$ cat config.mk
export PLATFORM = sky130hd
export DESIGN_NAME = sar_adc_scan_sequencer
export DESIGN_NICKNAME = d
export VERILOG_FILES = /design/src/rtl/sar_seq_pkg.sv /design/src/rtl/sar_seq_rr_arbiter.sv /design/src/rtl/sar_adc_scan_sequencer.sv
export SDC_FILE = /design/constraint.sdc
export NUM_CORES = 1
export LEC_CHECK = 0
export CAP_MARGIN = 20
export CORE_UTILIZATION = 50
export CTS_CLUSTER_DIAMETER = 30
export DETAILED_ROUTE_END_ITERATION = 16
export PLACE_DENSITY = 0.77
export SETUP_SLACK_MARGIN = 0.05
export SLEW_MARGIN = 20
export SYNTH_ARGS = -nofsm -noshare
export SYNTH_HDL_FRONTEND = slang
export SYNTH_SLANG_ARGS = --single-unit
$ cat constraint.sdc
create_clock -name clk -period 2.5 [get_ports clk]
set_input_delay 0.25 -clock clk [delete_from_list [all_inputs] [get_ports clk]]
set_output_delay 0.25 -clock clk [all_outputs]
set_load 0.005 [all_outputs]
$ cat src/rtl/sar_seq_pkg.sv
// ============================================================================
// Module   : sar_seq_pkg
// Purpose  : Shared types, constants and round-robin pick helper for the
//            SAR ADC scan sequencer (optional macro: SAR_SEQ_OVERSAMPLE_EN).
// Revision : 1.0 - initial release
// ============================================================================
`default_nettype none

package sar_seq_pkg;

  typedef enum logic [1:0] {
    IDLE    = 2'd0,
    SETTLE  = 2'd1,
    CONVERT = 2'd2,
    DONE    = 2'd3
  } seq_state_e;

  localparam int OVERSAMPLE_PASSES = 4;

  // Widest requester vector the helper accepts; callers zero-extend.
  localparam int RR_MAX_CH = 8;
  localparam int RR_IDX_W  = 3;

  typedef struct packed {
    logic                found;
    logic [RR_IDX_W-1:0] idx;
  } rr_pick_t;

  // First set request at or above ptr, wrapping at num_ch.
  function automatic rr_pick_t rr_pick(input logic [RR_MAX_CH-1:0] req,
                                       input logic [RR_IDX_W-1:0]  ptr,
                                       input int                   num_ch);
    rr_pick_t res;
    int       k;
    res = '0;
    for (int i = RR_MAX_CH - 1; i >= 0; i--) begin
      k = int'(ptr) + i;
      if (k >= num_ch) k = k - num_ch;
      if ((i < num_ch) && req[k[RR_IDX_W-1:0]]) begin
        res.found = 1'b1;
        res.idx   = k[RR_IDX_W-1:0];
      end
    end
    return res;
  endfunction

endpackage

`default_nettype wire

$ cat src/rtl/sar_seq_rr_arbiter.sv
// ============================================================================
// Module   : sar_seq_rr_arbiter
// Purpose  : Combinational round-robin pick with a registered rotating pointer.
// Revision : 1.0 - initial release
// ============================================================================
`default_nettype none

module sar_seq_rr_arbiter
  import sar_seq_pkg::*;
#(
  parameter int NUM_CH = 4
) (
  input  logic                      clk,
  input  logic                      rst_n,
  input  logic [NUM_CH-1:0]         i_req,
  input  logic                      i_adv,
  input  logic [$clog2(NUM_CH)-1:0] i_last,
  output logic                      o_found,
  output logic [$clog2(NUM_CH)-1:0] o_grant
);

  localparam int IDX_W = $clog2(NUM_CH);

  logic [IDX_W-1:0]     r_ptr;
  logic [RR_MAX_CH-1:0] w_req_ext;
  rr_pick_t             w_pick;
  logic                 w_unused_idx;

  always_comb begin
    w_req_ext             = '0;
    w_req_ext[NUM_CH-1:0] = i_req;
  end

  assign w_pick       = rr_pick(w_req_ext, RR_IDX_W'(r_ptr), NUM_CH);
  assign o_found      = w_pick.found;
  assign o_grant      = w_pick.idx[IDX_W-1:0];
  assign w_unused_idx = ^w_pick.idx;

  // Pointer moves just past the channel that was served.
  always_ff @(posedge clk or negedge rst_n) begin
    if (!rst_n) begin
      r_ptr <= '0;
    end else if (i_adv) begin
      r_ptr <= (i_last == IDX_W'(NUM_CH - 1)) ? '0 : i_last + 1'b1;
    end
  end

endmodule

`default_nettype wire

$ cat src/rtl/sar_adc_scan_sequencer.sv
// ============================================================================
// Module   : sar_adc_scan_sequencer
// Purpose  : Round-robin scan sequencer sharing one SAR ADC between NUM_CH
//            requesters. Optional 4x oversampling: SAR_SEQ_OVERSAMPLE_EN.
// Revision : 1.0 - initial release
// ============================================================================
`default_nettype none

module sar_adc_scan_sequencer
  import sar_seq_pkg::*;
#(
  parameter int NUM_CH         = 4,
  parameter int NUM_BITS       = 4,
  parameter int SETTLE_CYCLES  = 2,
  parameter int TIMEOUT_CYCLES = 64
) (
  input  logic                      clk,
  input  logic                      rst_n,
  input  logic [NUM_CH-1:0]         i_req,
  input  logic [2*NUM_CH-1:0]       i_cfg_rate,
  output logic [NUM_CH-1:0]         o_ack,
  output logic [NUM_BITS-1:0]       o_result,
  output logic                      o_result_err,
  output logic                      o_busy,
  output logic [$clog2(NUM_CH)-1:0] o_ch_sel,
  output logic                      o_adc_rst_n,
  output logic [1:0]                o_adc_sample_rate,
  input  logic [NUM_BITS-1:0]       i_adc_d_out,
  input  logic                      i_adc_eoc
);

  localparam int IDX_W = $clog2(NUM_CH);
  localparam int TMO_W = $clog2(TIMEOUT_CYCLES);

  seq_state_e          r_state;
  logic [3:0]          r_settle_cnt;
  logic [TMO_W-1:0]    r_tmo_cnt;
  logic                r_eoc_prev;
  logic [NUM_CH-1:0]   r_ack;
  logic [NUM_BITS-1:0] r_result;
  logic                r_err;
  logic                r_busy;
  logic [IDX_W-1:0]    r_ch_sel;
  logic                r_adc_rst_n;
  logic [1:0]          r_rate;

  logic                w_found;
  logic [IDX_W-1:0]    w_grant;
  logic [1:0]          w_grant_rate;
  logic [NUM_CH-1:0]   w_ack_onehot;
  logic                w_eoc_rise;

`ifdef SAR_SEQ_OVERSAMPLE_EN
  logic [NUM_BITS+1:0] r_acc;
  logic [1:0]          r_pass;
  logic [NUM_BITS+1:0] w_acc_sum;

  assign w_acc_sum = r_acc + (NUM_BITS + 2)'(i_adc_d_out);
`endif

  sar_seq_rr_arbiter #(
    .NUM_CH (NUM_CH)
  ) u_arb (
    .clk     (clk),
    .rst_n   (rst_n),
    .i_req   (i_req),
    .i_adv   (r_state == DONE),
    .i_last  (r_ch_sel),
    .o_found (w_found),
    .o_grant (w_grant)
  );

  always_comb begin
    w_grant_rate = '0;
    w_ack_onehot = '0;
    for (int i = 0; i < NUM_CH; i++) begin
      if (w_grant == IDX_W'(i)) w_grant_rate = i_cfg_rate[2*i +: 2];
      w_ack_onehot[i] = (r_ch_sel == IDX_W'(i));
    end
  end

  // The previous-sample register tracks EOC every cycle, so a level that is
  // already high when CONVERT starts never looks like a fresh edge.
  assign w_eoc_rise = i_adc_eoc & ~r_eoc_prev;

  always_ff @(posedge clk or negedge rst_n) begin
    if (!rst_n) begin
      r_state      <= IDLE;
      r_settle_cnt <= '0;
      r_tmo_cnt    <= '0;
      r_eoc_prev   <= 1'b0;
      r_ack        <= '0;
      r_result     <= '0;
      r_err        <= 1'b0;
      r_busy       <= 1'b0;
      r_ch_sel     <= '0;
      r_adc_rst_n  <= 1'b0;
      r_rate       <= '0;
`ifdef SAR_SEQ_OVERSAMPLE_EN
      r_acc        <= '0;
      r_pass       <= '0;
`endif
    end else begin
      r_eoc_prev <= i_adc_eoc;
      case (r_state)
        IDLE: begin
          if (w_found) begin
            r_state      <= SETTLE;
            r_ch_sel     <= w_grant;
            r_rate       <= w_grant_rate;
            r_busy       <= 1'b1;
            r_settle_cnt <= '0;
`ifdef SAR_SEQ_OVERSAMPLE_EN
            r_acc        <= '0;
            r_pass       <= '0;
`endif
          end
        end
        SETTLE: begin
          if (r_settle_cnt == 4'(SETTLE_CYCLES - 1)) begin
            r_state     <= CONVERT;
            r_adc_rst_n <= 1'b1;
            r_tmo_cnt   <= '0;
          end else begin
            r_settle_cnt <= r_settle_cnt + 1'b1;
          end
        end
        CONVERT: begin
          // An EOC edge wins over a simultaneous timeout.
          if (w_eoc_rise) begin
`ifdef SAR_SEQ_OVERSAMPLE_EN
            if (r_pass == 2'(OVERSAMPLE_PASSES - 1)) begin
              r_result    <= w_acc_sum[NUM_BITS+1:2];
              r_ack       <= w_ack_onehot;
              r_adc_rst_n <= 1'b0;
              r_state     <= DONE;
            end else begin
              r_acc        <= w_acc_sum;
              r_pass       <= r_pass + 1'b1;
              r_adc_rst_n  <= 1'b0;
              r_settle_cnt <= '0;
              r_state      <= SETTLE;
            end
`else
            r_result    <= i_adc_d_out;
            r_ack       <= w_ack_onehot;
            r_adc_rst_n <= 1'b0;
            r_state     <= DONE;
`endif
          end else if (r_tmo_cnt == TMO_W'(TIMEOUT_CYCLES - 1)) begin
            r_result    <= '0;
            r_err       <= 1'b1;
            r_ack       <= w_ack_onehot;
            r_adc_rst_n <= 1'b0;
            r_state     <= DONE;
          end else begin
            r_tmo_cnt <= r_tmo_cnt + 1'b1;
          end
        end
        DONE: begin
          r_ack   <= '0;
          r_err   <= 1'b0;
          r_busy  <= 1'b0;
          r_state <= IDLE;
        end
        default: r_state <= IDLE;
      endcase
    end
  end

  assign o_ack             = r_ack;
  assign o_result          = r_result;
  assign o_result_err      = r_err;
  assign o_busy            = r_busy;
  assign o_ch_sel          = r_ch_sel;
  assign o_adc_rst_n       = r_adc_rst_n;
  assign o_adc_sample_rate = r_rate;

endmodule

`default_nettype wire

==> results_dict.tcl <==
set metrics [dict create \
    grt_pass1_wl_mm 7.11 \
    drt-total-wl_mm 4.15 \
    syn_nets 218 \
    ys.flop_type "dfrtp_1" \
    num_vias 1599 \
    dpl.cell_count 264 \
    outcome "finished, final reports clean" \
    drt-wirelength-per-cell_um 15.2 \
    cp_max_fo 8 \
    fmax_ghz 0.457 \
    synthCells 186 \
    synth-seq-cells 30 \
    syn_to_final_growth_pct 24.8 \
    synth.yosys.seq_area_share 0.414 \
    rows 21 \
    cts_root_buffer "clkbuf_4" \
    antenna_found_initial 0 \
    layout_commonest_cell "clkdlybuf4s50_1" \
    postLayoutCoreUtil 0.663 \
    worstSetupStartpointType "flip-flop" \
    hold_path.class "input port to async pin" \
    io_buffers 33 \
    hpwl_mm 3.12 \
    critPathKind "flip-flop to flip-flop" \
    yosys_warnings 0 \
    synth_cell_types 49 \
    timing.setup.tns_ns 0 \
    worstMarginPinSlew_ns 0.523 \
    maxSlewViolCount 0 \
    grt_pass1_vias 1586 \
    tritoncts "built" \
    ir_drop_v 0.000564 \
    syn_avg_cell_area_sq_um 9.75 \
    htree_levels 2 \
    ant_nets 0 \
    critPathRequiredTime_ns 2.79 \
    p_switching_uw 1010 \
    start_util 0.531 \
    setup_viol 0 \
    dieWidth_um 62.2 \
    synthArstFlopShare 1.00 \
    cts_buffers 5 \
    power-per-cell-area_mw_per_mm2 1050 \
    dieArea_sq_mm 0.00387 \
    antennaDiodeCount 0 \
    netlist_area_sq_mm 0.00181 \
    combPwrFrac 0.519 \
    drc_errors 0 \
    vias_per_cell 5.88 \
    drv_cap 0 \
    clk_latency_ns 0.35 \
    grt_overflow 0 \
    ctsHoldBuffers 0 \
    post_cts_buffers 0 \
    synth_enable_flop_cells 0 \
    end_kind "flip-flop" \
    rsz0062_at_grt "false" \
    layout-drive-gt1-share 0.0885 \
    swShare 0.425 \
    fin_crit_ns 2.19 \
    regToRegStartpoint "u_arb.r_ptr[0]" \
    cp.arrival_ns 2.48 \
    min_period_over_period 0.876 \
    p_leak_uw 0.00100 \
    clk_pin_slew_ns 0.09 \
    die-height_um 62.2 \
    clockPowerShare 0.129 \
    drt-initial-drc-count 67 \
    grt_use_total 0.235 \
    clk_path_buf_depth 2 \
    core_area_sq_mm 0.00342 \
    routabilityCongestion 0.803 \
    final_nets 257 \
    drt_pre_antenna_iters 4 \
    clock-sinks 30 \
    pin_count 34 \
    slew_headroom 0.643 \
    grt_max_degree 31 \
    post_cts_resized 0 \
    seqPwrFrac 0.352 \
    finalHoldViolations 0 \
    finClkSkew_ns 0.00862 \
    final_cells 272 \
    power.internal_uw 1370 \
    crit_start "u_arb.r_ptr[0]" \
    mostFrequentLayoutCells "clkdlybuf4s50_1, dfrtp_1, nand2_1" \
]
## critical path, stage by stage, from the launching register on
cell,delay [ns]
dfrtp_1,0.47
ha_1,0.47
mux2i_1,0.24
o22ai_2,0.14
a2111oi_0,0.55
o31ai_1,0.18
nand4_1,0.10
## area by class of cell
cell class,count,area [sq um]
clock buffers,7,55.1
clock inverters,1,5.00
fillers,279,1150
inverters,11,41.3
multi-input cells,142,1010
flip-flops and latches,30,751
well taps,46,57.6
repair buffers,35,345
## routing by layer
| metal | global-route usage | wire [um] |
|---|---|---|
| met1 | 0.301 | 1860 |
| met2 | 0.372 | 1970 |
| met3 | 0.0772 | 238 |
| met4 | 0.0843 | 74 |
| met5 | 0 | 0 |
## Yosys cell counts, types with 3 or more instances
cell type  instances  share of area
inv_1             10          0.021
a21oi_1           10          0.028
nand3_1            7          0.019
nand2b_1           4          0.014
o31ai_1            3          0.012
ha_1              13          0.090
nor2b_1            4          0.014
a22o_1             4          0.019
nand2_1           18          0.037
dfrtp_1           30           0.41
nand4_1            7          0.024
nor2_1             7          0.014
and3_1             7          0.024
o21ai_0           16          0.044
## kinds of logic (layout without fill, tap and decap cells)
logic type,count (synthesis),after routing,synth area share
AOI/OAI and AO/OA,56,56,0.230
DFF,30,30,0.414
and+or+nand+nor,65,65,0.193
buffers and inverters,14,54,0.0303
muxes,4,4,0.0234
xor gates and xnor gates,4,4,0.0193
adders and majority gates,13,13,0.0897
## registers in the layout, summed over array words and instances (netlist names)
name               count
r_tmo_cnt              6
o_ack                  4
o_result               4
r_settle_cnt           4
o_adc_sample_rate      2
o_ch_sel               2
r_state                2
u_arb.r_ptr            2
o_adc_rst_n            1
o_busy                 1
o_result_err           1
r_eoc_prev             1
## stage by stage
stage / hold slack, ns / worst slack (ns) / total power, uW / instance area, sq um
after floorplan: -0.0456 / 0.564 / 1610 / 1810
after global placement: 0.484 / 0.330 / 2000 / 2200
after detailed placement: 0.481 / 0.363 / 2080 / 2200
after CTS: 0.297 / 0.347 / 2390 / 2260
after global routing: 0.308 / 0.108 / 2590 / 2260
final: 0.286 / 0.310 / 2380 / 2260
## worst paths after layout
check,end,slack [ns],depth (start not counted)
worst max-delay path,o_adc_sample_rate[0],0.31,6
worst min-delay path,r_tmo_cnt[0],0.29,2
worst max register to register,o_adc_sample_rate[0],0.31,6
worst min register to register,o_result[1],0.50,1
max in group asynchronous,u_arb.r_ptr[0],1.93,2
min in group clk,r_eoc_prev,0.36,1
## power by group through the flow
stage	Combinational, uW	Sequential, uW	Clock, uW
after global placement	1170	829	0
after global routing	1390	861	339
final	1240	838	306
after floorplan	800	814	0
after CTS	1240	835	312
after detailed placement	1230	842	0
Power figures use the tool's default switching activity.
==> RTL edit (same flow settings) <==
Change the package constant `RR_MAX_CH` from 8 to 9.
--- a/src/rtl/sar_seq_pkg.sv
+++ b/src/rtl/sar_seq_pkg.sv
@@ -18,7 +18,7 @@
   localparam int OVERSAMPLE_PASSES = 4;
 
   // Widest requester vector the helper accepts; callers zero-extend.
-  localparam int RR_MAX_CH = 8;
+  localparam int RR_MAX_CH = 9;
   localparam int RR_IDX_W  = 3;
 
   typedef struct packed {
Check against the original RTL: equivalent (equiv_simple and equiv_induct, registers matched by name and starting in step).
==> RTL edit against the original RTL <==
- synthesized area down 2.8%
- sequential power grew 4.4%
- clock power about the same
- count of clock-buffer cells in the layout did not move
- non-clock buffer count grew 3
- final area shrank 1.9%
- worst setup slack got worse by 0.14 ns
- wire length decreased by 7.1%
- total power grew 2.4%
- sequential cell count unchanged
- critical path type unchanged
- largest power group unchanged
- highest routed layer unchanged
==> RTL edit: results (changes against the original RTL) <==
Layout fillers = 307 (+10%)
Worst-Margin Slew = 0.449 ns (-0.0738 ns)
M3 GR Usage = 4.41% (-3.3 points)
mux cell area share after synthesis = 6.46% (+4.1 points)
max FFs per register = 6 (unchanged)
nets = 254 (-1.2%)
postcts setup bufs = 0 (unchanged)
global-route wire length before repair = 6.12 mm (-14%)
Detailed Place HPWL = 2.81 mm (-9.9%)
Synth area leaders = dfrtp_1 (43%), ha_1 (9.2%), a22o_1 (5.0%), o21ai_0 (4.8%), mux2i_1 (4.5%)
Slowest Stage Delay on Critical Path = 0.55 ns (about the same)
Critical Path AT = 2.57 ns (+0.09 ns)
detailed-route via count = 1512 (-5.4%)
clk slew on worst S/H paths = 0.10 ns
Global Route Usage Sum = 22.6% (-0.98 points)
total wire length = 3.85 mm (-7.1%)
maximum VDD drop = 598 µV (+6.0%)
M2 GR Usage = 38.0% (+0.82 points)
min-delay worst type = input port to async pin
commonest cells in the netlist = dfrtp_1 (30), o21ai_0 (17), nand2_1 (15), nor2_1 (14), ha_1 (13)
Port Buffers = 33 (unchanged)
Leak = 0.987 nW (-1.6%)
CTS buffer count = 5 (unchanged)
slowest CP cell = dfrtp_1
vias in the first global route = 1420 (-10%)
Layout Skew = 0.00615 ns (-0.00247 ns)
Via density = 5.62 (-4.4%)
Ys Warns = 0 (unchanged)
htree depth = 2 (unchanged)
syn avg cell area = 9.58 µm² (-1.8%)
detailed router's first-iteration violation count = 80 (+19%)
Compound-Gate Fraction of Synth Area = 20.4% (-2.7 points)
met1 usage = 27.6% (-2.5 points)
Clock Latency Late Sink = 0.33 ns (-0.02 ns)
Seq/Total Area, Yosys = 42.6% (+1.2 points)
initial antenna violation count = 0 (unchanged)
critical path's top delay family = compound AO/OA/AOI/OAI gates
gpl congestion = 0.828 (+3.1%)
XOR/XNOR Fraction of Synth Area = 0.994% (-0.94 points)
CP Max Fanout = 11 (+3)
drt pass-1 iters = 4 (unchanged)
Post-Place Setup Slack = 0.198 ns (-0.165 ns)
Distinct cells, synth = 41 (-16%)
largest net degree at the start of global routing = 31 (unchanged)
fraction of registers with async set/reset = 100% (unchanged)
status = finished clean
CTS Buffer Depth = 2 (unchanged)
Placed Cells incl. Taps = 261 (-1.1%)
share of layout cells above drive strength 1 = 9.87% (+1.0 points)
largest reg by FF count = r_tmo_cnt
n_diodes = 0 (unchanged)
Final setup viols = 0 (unchanged)
Net Count, Synth = 216 (-0.92%)
Adder-Cell Fraction of Synth Area = 9.23% (+0.26 points)
root buffer cell = clkbuf_4
[RTL edit: per-layer routing]
| metal | vias to the layer above | wire (µm) |
|---|---|---|
| met5 | - | 0 |
| li1 | 736 | - |
| met1 | 718 | 1730 |
| met4 | 0 | 75 |
| met3 | 10 | 161 |
| met2 | 48 | 1890 |
[RTL edit: final cells by class]
class	count	area share, %
inverters	9	1.52
repair buffers	38	16.6
well taps	46	2.59
clock buffers	7	2.48
multi-input cells	138	42.8
flip-flops and latches	30	33.8
clock inverters	1	0.225
[RTL edit: through the flow]
step	utilization (%)	hold slack [ns]	power [W]	area, µm²
2_1_floorplan	-	-0.0456	0.00165	1760
3_3_place_gp	64.0	0.486	0.00205	2150
3_5_place_dp	64.0	0.490	0.00212	2150
4_1_cts	65.8	0.305	0.00243	2210
5_1_grt	66.0	0.330	0.00264	2220
6_report	66.0	0.293	0.00244	2220
[RTL edit: final timing paths]
path / startpoint / cells after the start / slack, ns / to
worst max register to register: u_arb.r_ptr[0] / 7 / 0.17 / o_adc_sample_rate[0]
worst min-delay path: rst_n / 2 / 0.29 / o_ack[2]
worst min register to register: o_result[1] / 1 / 0.52 / o_result[1]
max in group asynchronous: rst_n / 2 / 1.92 / r_state[0]
worst max-delay path: u_arb.r_ptr[0] / 7 / 0.17 / o_adc_sample_rate[0]
min in group clk: i_adc_eoc / 1 / 0.38 / r_eoc_prev
[RTL edit: cells by family (layout without fill, tap and decap cells)]
kind of cell	after synthesis	after routing
simple gates	59	59
compound gates	53	53
flops	30	30
buf+inv	16	55
fa+ha+maj	13	13
mux	11	11
xor+xnor	2	2
[RTL edit: power breakdown]
group	switching [W]	leakage [nW]	internal, W
Clock	0.000169	0.0353	0.000136
Sequential	0.000197	0.382	0.000678
Combinational	0.000609	0.570	0.000649
